### src/rtl/machdem_xuong.sv
// Synchronous modulo-MOD down counter built from a borrow-rippled toggle chain,
// with parallel load, count enable and cascadable borrow in/out.
module machdem_xuong #(
    parameter int unsigned WIDTH = 4,
    parameter int unsigned MOD   = 16
) (
    input  logic             clk,
    input  logic             rs,
    input  logic             en,
    input  logic             bi,
    input  logic             ld,
    input  logic [WIDTH-1:0] d,
    output logic [WIDTH-1:0] q,
    output logic             zero,
    output logic             bo
);

    localparam logic [WIDTH-1:0] TOP = WIDTH'(MOD - 1);

    logic             ce;
    logic [WIDTH-1:0] tgl;
    logic [WIDTH-1:0] q_next;

    assign ce   = en & bi;
    assign zero = (q == '0);
    assign bo   = ce & zero;

    // Stage i toggles when counting and every lower stage is already 0
    always_comb begin
        tgl = '0;
        for (int i = 0; i < int'(WIDTH); i++) begin
            tgl[i] = ce & ~|(q & WIDTH'((1 << i) - 1));
        end
    end

    // Load beats wrap beats decrement; the wrap also covers non power-of-two MOD
    always_comb begin
        q_next = q ^ tgl;
        if (ld) begin
            q_next = (d > TOP) ? TOP : d;
        end else if (ce && zero) begin
            q_next = TOP;
        end
    end

    always_ff @(posedge clk or negedge rs) begin
        if (!rs) begin
            q <= '0;
        end else begin
            q <= q_next;
        end
    end

endmodule

### config.mk
export PLATFORM = sky130hd
export DESIGN_NAME = machdem_xuong
export DESIGN_NICKNAME = d
export VERILOG_FILES = /design/src/rtl/machdem_xuong.sv
export SDC_FILE = /design/constraint.sdc
export NUM_CORES = 1
export LEC_CHECK = 0
export ABC_AREA = 1
export CORE_AREA = 4 4 41 43
export CTS_CLUSTER_DIAMETER = 30
export CTS_CLUSTER_SIZE = 20
export DETAILED_ROUTE_END_ITERATION = 8
export DIE_AREA = 0 0 45 47
export SYNTH_ARGS = -nofsm -noshare
export SYNTH_HDL_FRONTEND = slang
export SYNTH_SLANG_ARGS = --single-unit
### constraint.sdc
create_clock -name clk -period 1.1 [get_ports clk]
set_input_delay 0.22 -clock clk [delete_from_list [all_inputs] [get_ports clk]]
set_output_delay 0.22 -clock clk [all_outputs]
set_load 0.01 [all_outputs]
==> reports/metrics.yaml <==
routing:
  dr_total_vias: 305
  finalWirelength_um: 730
  wl_per_cell_um: 9.605
  drtAntennaViolNets: 0
  first_iter_violations: 4
  drc: 0
  viasPerCell: 4.013
  first_pass_iters: 4
sta:
  skew_ns: 0.004368
  rsz0062_at_grt: "true"
  fin_ws_ns: -0.1885
  fin_crit_sh_pct: 117.1
  hold_viol: 0
  hold_ws_ns: 0.1841
  finalSetupViolCount: 7
  worstMarginPinSlew_ns: 0.1942
  relSlewSlack_pct: 87.01
  drv_slew: 0
  max_freq_ghz: 0.7761
  layout_min_cycle_time_ns: 1.288
setup_path:
  start_kind: "flop"
  path_max_fanout: 3
  path_class: "reg2out"
  worstReg2RegEnd: "q[1]"
  reg2reg_slack_ns: -0.04
  worstReg2RegStart: "q[0]"
  endpoint_kind: "output port"
  reg2regPathDepth: 6
  worstSetupStartpoint: "q[1]"
  crit_required_ns: 0.88
  crit_arrival_ns: 1.07
synth:
  synth-seq-cells: 4
  synth-simple-area-share_pct: 36.65
  netlist-cell-type-count: 12
  syn_avg_cell_area_um2: 7.242
  synth_adder_area_share_pct: 5.236
  synth_compound_area_share_pct: 4.712
  syn_nets: 43
  ys_warn_count: 0
  synth_seq_area_share_pct: 41.88
  syn-cell-area_um2: 239.0
  synth_top_family_by_area: "simple AND/OR/NAND/NOR gates"
  synth_xor_area_share_pct: 3.665
  synth_cells: 33
  synthMuxAreaShare_pct: 0
clocking:
  root_buffer: "clkbuf_4"
  clock_latency_ns: 0.23
  cts_buffer_depth: 2
  postCtsHoldBufs: 0
  cts_inserted_buffers: 3
  h-tree-depth: 1
  cts_tree: "built"
  path_clk_slew_ns: 0.04
  clock_sinks: 4
power_and_ir_drop:
  leakagePower_nw: 0.2832
  p_comb_share_pct: 39.5
  swShare_pct: 28.67
  clockPowerShare_pct: 29.4
  ir_drop_mv: 0.7408
  power.switching_mw: 0.1740
  power.density_nw_per_um2: 1071
  p_int_mw: 0.4328
  sequentialPowerShare_pct: 31.1
die:
  rows: 13
  io-pin-count: 15
  core_um2: 1301
  fp.dieW_um: 45
  die-area_um2: 2115
  initial_core_util_pct: 18.37
  die_h_um: 47
placed_design:
  gp_congestion: 0.7148
  place_hpwl_um: 517.8
  io_buffers: 14
final_layout:
  post-route-util_pct: 43.56
  multi_input_area_um2: 173.9
  top_register: "q"
  drive_gt1_share_pct: 52.46
  largest_reg_flops: 4
  fillers: 129
  top_regs: "q: 4 flops"
  syn2layout_area_growth_pct: 137.2
  fin_nets: 73
  seq_area_um2: 102.6
  antenna_cells: 0
job:
  cap_violations: 0
grt:
  antenna_found_initial: 0
  grt_pass1_vias: 294
  grt_pass1_wl_um: 1131
  grt_overflow: 0
  grt_max_degree: 6
  grt_usage_pct: 8.016
outcome:
  violations: "setup timing"
  status: "complete, but fails checks"
min_path:
  min_path_type: "in2async"
[area by class of cell]
class / instances / share of cell area [%]
Timing Repair Buffer: 25 / 40.18
Multi-Input combinational cell: 24 / 30.68
Sequential cell: 4 / 18.10
Clock buffer: 3 / 3.974
Inverter: 5 / 3.753
Tap cell: 15 / 3.311
[worst max-delay path by stage]
stage               endpoint  depth (start not counted)  slack, ns
finish                    bo                          4      -0.19
global route            zero                          2      -0.26
CTS                     zero                          2      -0.20
detailed placement        bo                          6      -0.57
global placement          bo                          6      -0.58
floorplan               q[1]                          5      0.003
[cell usage after synthesis]
cell | number | area (um2)
nand2_1 | 12 | 45.04
inv_1 | 5 | 18.77
dfrtp_1 | 4 | 100.1
nor2_1 | 4 | 15.01
a21oi_1 | 1 | 5.000
a31oi_1 | 1 | 6.260
ha_1 | 1 | 12.51
nand3_1 | 1 | 5.000
nand3_2 | 1 | 10.01
nor2_2 | 1 | 6.260
nor4_1 | 1 | 6.260
xor2_1 | 1 | 8.760
[layer usage]
metal / global-route usage (%) / share of wire (%)
met5: 0 / 0
met4: 5.263 / 0
met3: 6.513 / 12
met2: 11.30 / 47
met1: 8.065 / 40
[power by group through the flow]
stage                     Clock [mW]  Sequential [mW]  Combinational (mW)
after floorplan                    0            0.194              0.0485
after global placement             0            0.186               0.173
after detailed placement           0            0.186               0.175
after CTS                      0.188            0.183               0.176
after global routing           0.202            0.192               0.260
final                          0.178            0.189               0.240
[timing repair]
action,in CTS,in global routing
gates resized for setup,32,15
setup buffers,2,2
endpoints found under the hold margin,0,0
endpoints found under the setup margin,9,9
pin swaps,8,2
[worst max-delay path: stages, from the launching register on]
cell and delay, ns:
dfrtp_2 0.43, nor2_4 0.16, nand3_2 0.08, inv_1 0.05, buf_2 0.12
[cells in the final DEF, fill, tap and decap left out, types with 2 or more instances in the layout]
| master | n |
|---|---|
| dlygate4sd2_1 | 2 |
| buf_6 | 8 |
| nand2_1 | 11 |
| dfrtp_1 | 2 |
| clkbuf_4 | 3 |
| buf_4 | 6 |
| dfrtp_2 | 2 |
| nor2_1 | 4 |
| clkdlybuf4s50_1 | 6 |
| inv_1 | 3 |
| buf_2 | 3 |
| nand3_2 | 2 |
[metrics by stage]
stage	power, mW	setup slack, ns	std cells	setup TNS [ns]	instance area (um2)
2_1_floorplan	0.2430	0.002967	33	0	245.2
3_3_place_gp	0.3595	-0.5766	70	-2.579	464.2
3_5_place_dp	0.3610	-0.5729	70	-2.574	464.2
4_1_cts	0.5469	-0.1982	75	-0.6915	490.5
5_1_grt	0.6538	-0.2634	76	-1.021	566.8
6_report	0.6068	-0.1885	76	-0.5813	566.8
[cells by family (layout without fill, tap and decap cells)]
kind of cell,after synthesis,in the layout
and+or+nand+nor,20,20
buffers and inverters,5,33
DFF,4,4
AOI/OAI and AO/OA,2,2
adders and majority gates,1,1
xor gates and xnor gates,1,1
Note: power is estimated with default switching activity, not from simulation.
